--- src/rtl/control_step_sequencer.sv ---
// control_step_sequencer
//   Hardwired control-step generator for the single-bus datapath. It fetches an
//   instruction (PC->MAR, memory->MDR, MDR->IR). It then decodes IR and runs the
//   execute steps for register ALU and unary instructions. One instance per CPU.
//
// Optional feature: define SEQ_MEM_WAIT_EN to make T1 wait for mem_ready. The wait
//   is bounded by WAIT_MAX cycles. If it expires, the sticky mem_timeout flag is set.
//   Without the macro, T1 always lasts one cycle and mem_timeout is tied low.
//
// Ports
//   clk          in   rising-edge clock
//   clr          in   asynchronous reset, active-high
//   run          in   keep fetching/executing (sampled in IDLE and at instruction end)
//   mem_ready    in   memory data valid (SEQ_MEM_WAIT_EN only)
//   ir_in        in   IR contents, valid from T3 onward
//   enable       out  one-hot load enables: Rn=n, PC=20, MDR=21, Y=22, IR=23, Z=24, MAR=25
//   busSelect    out  bus source code: Rn=n, PC=20, MDR=21, Zlow=24; 0 when idle
//   alu_op       out  ALU operation (IR opcode) in the step that loads Z
//   MR_Read      out  memory read strobe into the MDR mux
//   pc_inc       out  PC increment
//   done         out  one-cycle pulse on the last step of every instruction
//   illegal      out  one-cycle pulse in T3 when the instruction is not supported
//   mem_timeout  out  sticky memory-wait timeout flag
//   step         out  current state code, for debug
module control_step_sequencer #(
  parameter int unsigned NUM_REGS = 16,
  parameter int unsigned EN_W     = 32,
  parameter int unsigned BSEL_W   = 5,
  parameter int unsigned WAIT_MAX = 15
) (
  input  logic              clk,
  input  logic              clr,
  input  logic              run,
  input  logic              mem_ready,
  input  logic [31:0]       ir_in,
  output logic [EN_W-1:0]   enable,
  output logic [BSEL_W-1:0] busSelect,
  output logic [4:0]        alu_op,
  output logic              MR_Read,
  output logic              pc_inc,
  output logic              done,
  output logic              illegal,
  output logic              mem_timeout,
  output logic [3:0]        step
);

  // Fixed enable slots and bus source codes.
  localparam int unsigned SlotPc   = 20;
  localparam int unsigned SlotMdr  = 21;
  localparam int unsigned SlotY    = 22;
  localparam int unsigned SlotIr   = 23;
  localparam int unsigned SlotZ    = 24;
  localparam int unsigned SlotMar  = 25;
  localparam int unsigned SelZlow  = 24;

  typedef enum logic [3:0] {
    StIdle = 4'd0,
    StT0   = 4'd1,
    StT1   = 4'd2,
    StT2   = 4'd3,
    StT3   = 4'd4,
    StT4   = 4'd5,
    StT5   = 4'd6
  } state_e;

  state_e     state_q;
  logic [4:0] op_q;
  logic [3:0] ra_q;
  logic [3:0] rc_q;

  // IR field decode. IR is loaded at the end of T2, so ir_in is only meaningful
  // in T3. The fields needed later are captured when T3 is left.
  logic [4:0] ir_op;
  logic [3:0] ir_ra;
  logic [3:0] ir_rb;
  logic [3:0] ir_rc;
  logic       is_alu_rr;
  logic       is_unary;
  logic       ra_ok;
  logic       rb_ok;
  logic       rc_ok;
  logic       ir_illegal;

  assign ir_op = ir_in[31:27];
  assign ir_ra = ir_in[26:23];
  assign ir_rb = ir_in[22:19];
  assign ir_rc = ir_in[18:15];

  assign is_alu_rr = (ir_op >= 5'd3) && (ir_op <= 5'd15);
  assign is_unary  = (ir_op == 5'd16) || (ir_op == 5'd18);
  assign ra_ok     = 32'(ir_ra) < NUM_REGS;
  assign rb_ok     = 32'(ir_rb) < NUM_REGS;
  assign rc_ok     = 32'(ir_rc) < NUM_REGS;

  // Only the register fields the class actually uses are range-checked.
  assign ir_illegal = !((is_alu_rr && ra_ok && rb_ok && rc_ok) ||
                        (is_unary && ra_ok && rb_ok));

`ifdef SEQ_MEM_WAIT_EN
  localparam int unsigned WaitW = (WAIT_MAX > 1) ? $clog2(WAIT_MAX) : 1;

  logic [WaitW-1:0] wait_q;
  logic             timeout_q;

  assign mem_timeout = timeout_q;

  logic unused_ir;
  assign unused_ir = ^ir_in[14:0];
`else
  assign mem_timeout = 1'b0;

  logic unused_in;
  assign unused_in = ^{mem_ready, ir_in[14:0]};
`endif

  // State register plus the operands captured at the end of T3.
  always_ff @(posedge clk or posedge clr) begin
    if (clr) begin
      state_q   <= StIdle;
      op_q      <= '0;
      ra_q      <= '0;
      rc_q      <= '0;
`ifdef SEQ_MEM_WAIT_EN
      wait_q    <= '0;
      timeout_q <= 1'b0;
`endif
    end else begin
      unique case (state_q)
        StIdle: begin
          if (run) state_q <= StT0;
        end
        StT0: state_q <= StT1;
        StT1: begin
`ifdef SEQ_MEM_WAIT_EN
          if (mem_ready) begin
            wait_q  <= '0;
            state_q <= StT2;
          end else if (32'(wait_q) == WAIT_MAX - 1) begin
            // This was the WAIT_MAX-th cycle without data, so give up.
            wait_q    <= '0;
            timeout_q <= 1'b1;
            state_q   <= StIdle;
          end else begin
            wait_q <= wait_q + 1'b1;
          end
`else
          state_q <= StT2;
`endif
        end
        StT2: state_q <= StT3;
        StT3: begin
          op_q <= ir_op;
          ra_q <= ir_ra;
          rc_q <= ir_rc;
          if (ir_illegal) begin
            state_q <= run ? StT0 : StIdle;
          end else if (is_unary) begin
            state_q <= StT5;
          end else begin
            state_q <= StT4;
          end
        end
        StT4: state_q <= StT5;
        StT5: state_q <= run ? StT0 : StIdle;
        default: state_q <= StIdle;
      endcase
    end
  end

  // Moore output decode. T3 also looks at ir_in, which is the IR register output.
  always_comb begin
    enable    = '0;
    busSelect = '0;
    alu_op    = '0;
    MR_Read   = 1'b0;
    pc_inc    = 1'b0;
    done      = 1'b0;
    illegal   = 1'b0;
    unique case (state_q)
      StT0: begin
        busSelect        = BSEL_W'(SlotPc);
        enable[SlotMar]  = 1'b1;
        pc_inc           = 1'b1;
      end
      StT1: begin
        MR_Read          = 1'b1;
        enable[SlotMdr]  = 1'b1;
      end
      StT2: begin
        busSelect        = BSEL_W'(SlotMdr);
        enable[SlotIr]   = 1'b1;
      end
      StT3: begin
        if (ir_illegal) begin
          illegal = 1'b1;
          done    = 1'b1;
        end else if (is_unary) begin
          busSelect      = BSEL_W'(ir_rb);
          enable[SlotZ]  = 1'b1;
          alu_op         = ir_op;
        end else begin
          busSelect      = BSEL_W'(ir_rb);
          enable[SlotY]  = 1'b1;
        end
      end
      StT4: begin
        busSelect        = BSEL_W'(rc_q);
        enable[SlotZ]    = 1'b1;
        alu_op           = op_q;
      end
      StT5: begin
        busSelect        = BSEL_W'(SelZlow);
        enable           = EN_W'(1) << ra_q;
        done             = 1'b1;
      end
      default: ;
    endcase
  end

  assign step = state_q;

endmodule

--- config.mk ---
export PLATFORM = sky130hd
export DESIGN_NAME = control_step_sequencer
export DESIGN_NICKNAME = d
export VERILOG_FILES = /design/src/rtl/control_step_sequencer.sv
export SDC_FILE = /design/constraint.sdc
export NUM_CORES = 1
export LEC_CHECK = 0
export BUFFER_PORTS_ARGS = -buffer_cell sky130_fd_sc_hd__buf_2
export CAP_MARGIN = 20
export CORE_ASPECT_RATIO = 1.5
export CORE_UTILIZATION = 36
export DETAILED_ROUTE_END_ITERATION = 12
export PLACE_DENSITY = 0.76
export SYNTH_ARGS = -nofsm -noshare
export SYNTH_HDL_FRONTEND = slang
export SYNTH_SLANG_ARGS = --single-unit
--- constraint.sdc ---
create_clock -name clk -period 1.3 [get_ports clk]
set_input_delay 0.26 -clock clk [delete_from_list [all_inputs] [get_ports clk]]
set_output_delay 0.26 -clock clk [all_outputs]
set_load 0.1 [all_outputs]
==> run metrics, run 1 <==
number of synthesized flops with an enable pin 0; largest net degree at the start of global routing 17; Synth cell types 37; CTS buffer count 3; cts hold-fix bufs 0; Cells after Synth 123; register area share after synthesis 34.97%; Die Width 48.05 um; Avg Inst Size Synth 9.308 um2; ys flop type dfrtp_1; PortBufs 57; GR repair worst EP enable[8]; gp weighted congestion 0.8450; FP Rows 24; mapped cell area 1145 um2; Max Root-Sink Buffers 2; Initial Utilization 38.51%; Seq cells post-synth 16; # clock sinks 16; detailed placement HPWL 3522 um; leading area contributor after synthesis dfrtp_1; Yosys warnings 0; die height 71.07 um; CTS root buf clkbuf_8; worst_ep kind output port; outcome did not finish; Tool Error [ERROR DPL-0038] Utilization greater than 100%, impossible to legalize; Post-synth ARST share 100.0%; I/O pins 87; cell count after placement 238; largest cells by area after synthesis dfrtp_1 (35%), mux2_2 (13%), buf_4 (10%); Last stage 5_1_grt; share of the synthesized area in the top cell type 34.97%; H-tree depth 1
[repair_timing]
item | in CTS
gates cloned | 1
setup buffers | 11
endpoints found under the setup margin | 54
pin swaps | 9
gates resized for setup | 45
[kinds of logic after synthesis]
group	synth area share, %
AOI/OAI and AO/OA	12.13
buffers and inverters	13.11
DFF	34.97
muxes	13.66
other	0.3276
and+or+nand+nor	25.79
[synthesized netlist by cell type (3+ instances only)]
cell type  number
a21oi_1         4
and3_1          4
buf_2           3
buf_4          16
dfrtp_1        16
inv_1           3
mux2_2         13
nand2_1         5
nand2b_1        3
nand3b_1        4
nor2_1         17
nor2b_1         3
nor3_1          4
[metrics by stage]
step           instance area [um2]  worst slack [ps]
2_1_floorplan                 1565             -1158
3_3_place_gp                  2507            -421.9
3_5_place_dp                  2507            -477.5
4_1_cts                       2835            -716.4
==> run 2: changes to the inputs <==
- CORE_ASPECT_RATIO: 1.5 -> default
- CORE_UTILIZATION: 36 -> 31
- PLACE_DENSITY: 0.76 -> default
- PLACE_DENSITY_LB_ADDON: default -> 0.15
- clock period: 1.3 -> 1.69 ns (I/O delays scaled with it)
==> run metrics, run 2 <==
worst rel slew slack 58.42%; critical path required time 1350 ps; crit end category primary output; placed instance area 2502 um2; most frequent cells after synthesis nor2_1 (17), buf_4 (16), dfrtp_1 (16), mux2_2 (13), nand2_1 (5); register area share after synthesis 34.97%; cts hold-fix bufs 0; drt first pass iters 4; vias in the first global route 1418; CP peak stage delay 480 ps; Avg Inst Size Synth 9.308 um2; CTS tree yes; Post-synth ARST share 100.0%; layout cells sized above 1 78.03%; GRT Max-Usage Layer met2; Yosys warnings 0; biggest regs op_q: 5 flops, ra_q: 4 flops, rc_q: 4 flops; Crit-path slowest cell dfrtp_4; CTS buffer count 3; crit path max fanout 3; first-pass GRT wire length 7182 um; minimum clock period 2087 ps; CP cell instances nand3b_1, or3_4, buf_12, nor2_4, buf_12; largest cells by area after synthesis dfrtp_1 (35%), mux2_2 (13%), buf_4 (10%); die height 62.77 um; Max Root-Sink Buffers 2; failing checks negative setup slack; M1 GR Usage 23.31%; Starting DRT DRC Count 7; PortBufs 57; CTS root buf clkbuf_8; Max Cap Viol 0; PD cells 1997 nW/um2; Routed WL 4513 um; leak pwr 1.199 nW; Worst VDD drop 1.186 mV; Least-Margin Pin Slew 623.0 ps; commonest non-fill, non-tap cell in the layout buf_12; Worst Clk Skew 9.727 ps; count leader, synth nor2_1; Setup WS post-layout -396.7 ps; number of diodes 0; die area 3940 um2; share of the synthesized area in the top cell type 34.97%; I/O pins 87; detailed placement HPWL 2999 um; gp weighted congestion 0.7530; WS Path Type flop to primary output; FP Rows 21; final setup violation count 35; Cells after Synth 123; # clock sinks 16; most frequent cells in the layout buf_12 (41), buf_4 (31), buf_2 (20), nor2_4 (16); setup repair after global routing missed its margin true; largest net degree at the start of global routing 17; critical path startpoint category flop; met2 usage 47.15%; Seq cells post-synth 16; mapped cell area 1145 um2; worst min path class input pin to asynchronous set/reset pin; Tcrit/Tclk final 123.5%; Vias/cell 4.877; Initial Utilization 33.26%; setup tns final -8899 ps; post-route non-filler standard cell count 269; cell area after layout 2850 um2; synthesis-to-layout area growth 149.0%; initial antenna violation count 0; R2R Setup Slk 50 ps; Antenna Nets Post-Route 0; Overflow after GRT 0; Final nets 260; H-tree depth 1; total area of sequential cells 411.6 um2; All-Layer GR Usage 24.08%; largest reg by FF count op_q; via count 1312; Core Area 3442 um2; number of synthesized flops with an enable pin 0; Final Hold Fails 0; Slew Viols, Final 0; Multi-input gate area 1015 um2; Worst-Skew Late Latency 250 ps; cell count after placement 250; met3 global-route usage 4.562%; outcome complete, but fails checks; max FFs per register 5; routed len/inst 16.78 um; fillers 184; Die Width 62.77 um; # DRC 0; leading area contributor after synthesis dfrtp_1; Arrival @ worst endpoint 1750 ps; final core occ 82.81%; CTS clock-pin slew for the worst setup and hold paths 70 ps; Max Freq 0.4792 GHz; Synth cell types 37; Critical Path Most Common Cell buf_12; ys flop type dfrtp_1
[run 2: cell counts after synthesis]
No cell type changed its count.
[run 2: final timing paths]
| path | cells past startpoint | start | to |
|---|---|---|---|
| min | 2 | clr | ra_q[3]$_DFFE_PP0P_ |
| max reg2reg | 5 | step[1]$_DFFE_PP0P_ | rc_q[3]$_DFFE_PP0P_ |
| max in group asynchronous | 2 | clr | step[2]$_DFFE_PP0P_ |
| min reg2reg | 1 | op_q[3]$_DFFE_PP0P_ | op_q[3]$_DFFE_PP0P_ |
| min in group clk | 2 | ir_in[16] | rc_q[1]$_DFFE_PP0P_ |
| max | 5 | step[0]$_DFFE_PP0P_ | enable[3] |
[run 2: per-stage QoR]
| stage | hold WS, ps | power, mW | setup WS, ps |
|---|---|---|---|
| global route | 210.8 | 5.887 | -459.4 |
| finish | 152.7 | 5.691 | -396.7 |
| global placement | 439.5 | 4.644 | -154.8 |
| CTS | 183.7 | 5.529 | -383.0 |
| detailed placement | 449.2 | 4.732 | -183.3 |
| floorplan | 251.8 | 3.494 | -846.4 |
[run 2: layout make-up]
cell class | count | share of cell area (%)
tap | 46 | 2.019
inverter | 3 | 0.6585
sequential | 16 | 14.44
clock buffer | 4 | 1.932
timing repair buffer | 104 | 45.35
multi-input combinational | 96 | 35.60
[run 2: repair_timing]
action | in CTS | in global routing
setup buffers | 12 | 5
setup endpoints to repair | 35 | 49
pin swaps | 16 | 4
gates resized for setup | 37 | 6
cloned | 0 | 0
[run 2: critical path: cells and delay by family, from the launching register on]
kind | cells | cell delay, ps
flops | 1 | 480
buf+inv | 2 | 330
simple gates | 3 | 670
[run 2: per-layer routing]
metal | vias up | share of wire [%]
met2 | 65 | 56
met5 | - | 0
met3 | 16 | 4.6
met4 | 0 | 5.2
li1 | 599 | -
met1 | 632 | 34
[run 2: cells by family after synthesis]
logic type | after synthesis | synth area share [%]
flops | 16 | 34.97
mux | 14 | 13.66
other cells | 1 | 0.3276
buf+inv | 23 | 13.11
compound gates | 18 | 12.13
simple gates | 51 | 25.79
[run 2: where the power goes]
part	switching, mW	total (mW)	internal [mW]
combinational	2.74	4.57	1.83
clock	0.135	0.342	0.207
sequential	0.177	0.778	0.601
Note: power is estimated with default switching activity, not from simulation.
==> run 3: changes to the inputs <==
- clock period: 1.69 -> 2.29 ns (I/O delays scaled with it)
==> run metrics, run 3 (same netlist as run 2, synthesis figures left out) <==
Tot Pwr 3.161 mW; Slew Viols, Final 0; crit path max fanout 7; initial antenna violation count 0; CTS root buf clkbuf_8; drt first pass iters 3; PD cells 1455 nW/um2; Final Hold Fails 0; dpl ws 95.76 ps; Arrival @ worst endpoint 1750 ps; Int Pwr 1.243 mW; Least-Margin Pin Slew 601.1 ps; critical path startpoint category flop; Routed WL 2961 um; Die Width 62.77 um; H-tree depth 1; FP Rows 21; Starting DRT DRC Count 26; detailed placement HPWL 2402 um; max FFs per register 5; I/O pins 87; Final nets 219; worst rel slew slack 59.88%; largest net degree at the start of global routing 17; Worst VDD drop 0.8031 mV; final setup violation count 0; Clock Power Share 8.1%; CTS buffer count 3; Tcrit/Tclk final 96.25%; Setup WS post-layout 85.93 ps; # DRC 0; Core Area 3442 um2; die height 62.77 um; Reg power frac 20.7%; Vias/cell 4.728; Overflow after GRT 0; Max Freq 0.4537 GHz; P_sw 1.917 mW; crit end category primary output; commonest non-fill, non-tap cell in the layout buf_12; critical path required time 1830 ps; PortBufs 57; worst min path class input pin to asynchronous set/reset pin; combinational power share 71.3%; first-pass GRT wire length 5257 um; CTS clock-pin slew for the worst setup and hold paths 70 ps; largest reg by FF count op_q; Antenna Nets Post-Route 0; routed len/inst 12.99 um; Worst Clk Skew 3.983 ps; CTS tree yes; gp weighted congestion 0.7009; synthesis-to-layout area growth 89.73%; All-Layer GR Usage 16.49%; Initial Utilization 33.26%; WS Path Type flop to primary output; setup repair after global routing missed its margin false; cts hold-fix bufs 0; most frequent cells in the layout buf_12 (29), buf_2 (28), mux2_2 (13), conb_1 (13), dfrtp_1 (13); minimum clock period 2204 ps; # clock sinks 16; outcome complete, no violations; via count 1078; Worst-Skew Late Latency 250 ps; switch share 60.66%; vias in the first global route 1136; Max Cap Viol 0; layout cells sized above 1 67.03%; Max Root-Sink Buffers 2; die area 3940 um2; number of diodes 0; leak pwr 0.9081 nW; biggest regs op_q: 5 flops, ra_q: 4 flops, rc_q: 4 flops
==> run 3: cell types whose count changed in the layout (fill, tap and decap cells not counted), sizes merged <==
cell	previous run	this run
buf	104	63
==> run 3: repair_timing <==
item,in CTS,in global routing
endpoints found under the hold margin,0,0
endpoints found under the setup margin,0,13
gates resized for setup,0,1
buffers inserted,0,2
==> run 3: power by group through the flow <==
stage | sequential [mW] | combinational (mW) | clock (mW)
3_5_place_dp | 0.659 | 2.26 | 0
2_1_floorplan | 0.767 | 1.74 | 0
6_report | 0.653 | 2.25 | 0.254
4_1_cts | 0.652 | 2.27 | 0.259
3_3_place_gp | 0.648 | 2.24 | 0
5_1_grt | 0.691 | 2.35 | 0.269
==> run 3: path summary, 6_finish.rpt <==
| path | startpoint | end | slack (ps) | depth (start not counted) |
|---|---|---|---|---|
| worst min register to register | op_q[3]$_DFFE_PP0P_ | op_q[3]$_DFFE_PP0P_ | 500 | 1 |
| min in group clk | ir_in[16] | rc_q[1]$_DFFE_PP0P_ | 430 | 2 |
| worst max-delay path | step[0]$_DFFE_PP0P_ | enable[0] | 90 | 4 |
| worst min-delay path | clr | op_q[3]$_DFFE_PP0P_ | 260 | 2 |
| max in group asynchronous | clr | step[0]$_DFFE_PP0P_ | 1580 | 2 |
| worst max register to register | step[1]$_DFFE_PP0P_ | ra_q[3]$_DFFE_PP0P_ | 480 | 4 |
==> run 3: metal layers <==
layer | track usage (%) | vias to the layer above | wire (um)
met5 | 0 | - | 0
met4 | 3.488 | 0 | 17
met3 | 3.467 | 3 | 180
met2 | 28.80 | 48 | 1490
met1 | 20.73 | 506 | 1274
li1 | - | 521 | -
==> run 3: cell type report <==
type | count | area, um2
clock buffers | 4 | 55.05
fillers | 290 | 1270
inverters | 3 | 11.26
multi-input cells | 96 | 870.8
flip-flops and latches | 16 | 411.6
well taps | 46 | 57.56
repair buffers | 63 | 765.7
==> run 3: critical path: stages (launching register included) <==
cell,delay (ps)
dfrtp_4,500
nand3b_1,190
or3_4,410
nor3_4,180
buf_12,200
==> run 3: stage by stage <==
stage / instances / hold WS [ps] / TNS (ps) / cell area (um2) / utilization (%)
after floorplan: 135 / 371.8 / -3166 / 1458 / -
final: 228 / 262.3 / 0 / 2172 / 63.10
after global placement: 222 / 483.2 / 0 / 2100 / 61.00
after CTS: 226 / 294.7 / 0 / 2155 / 62.60
after detailed placement: 222 / 494.3 / 0 / 2100 / 61.00
after global routing: 228 / 318.7 / 0 / 2172 / 63.10
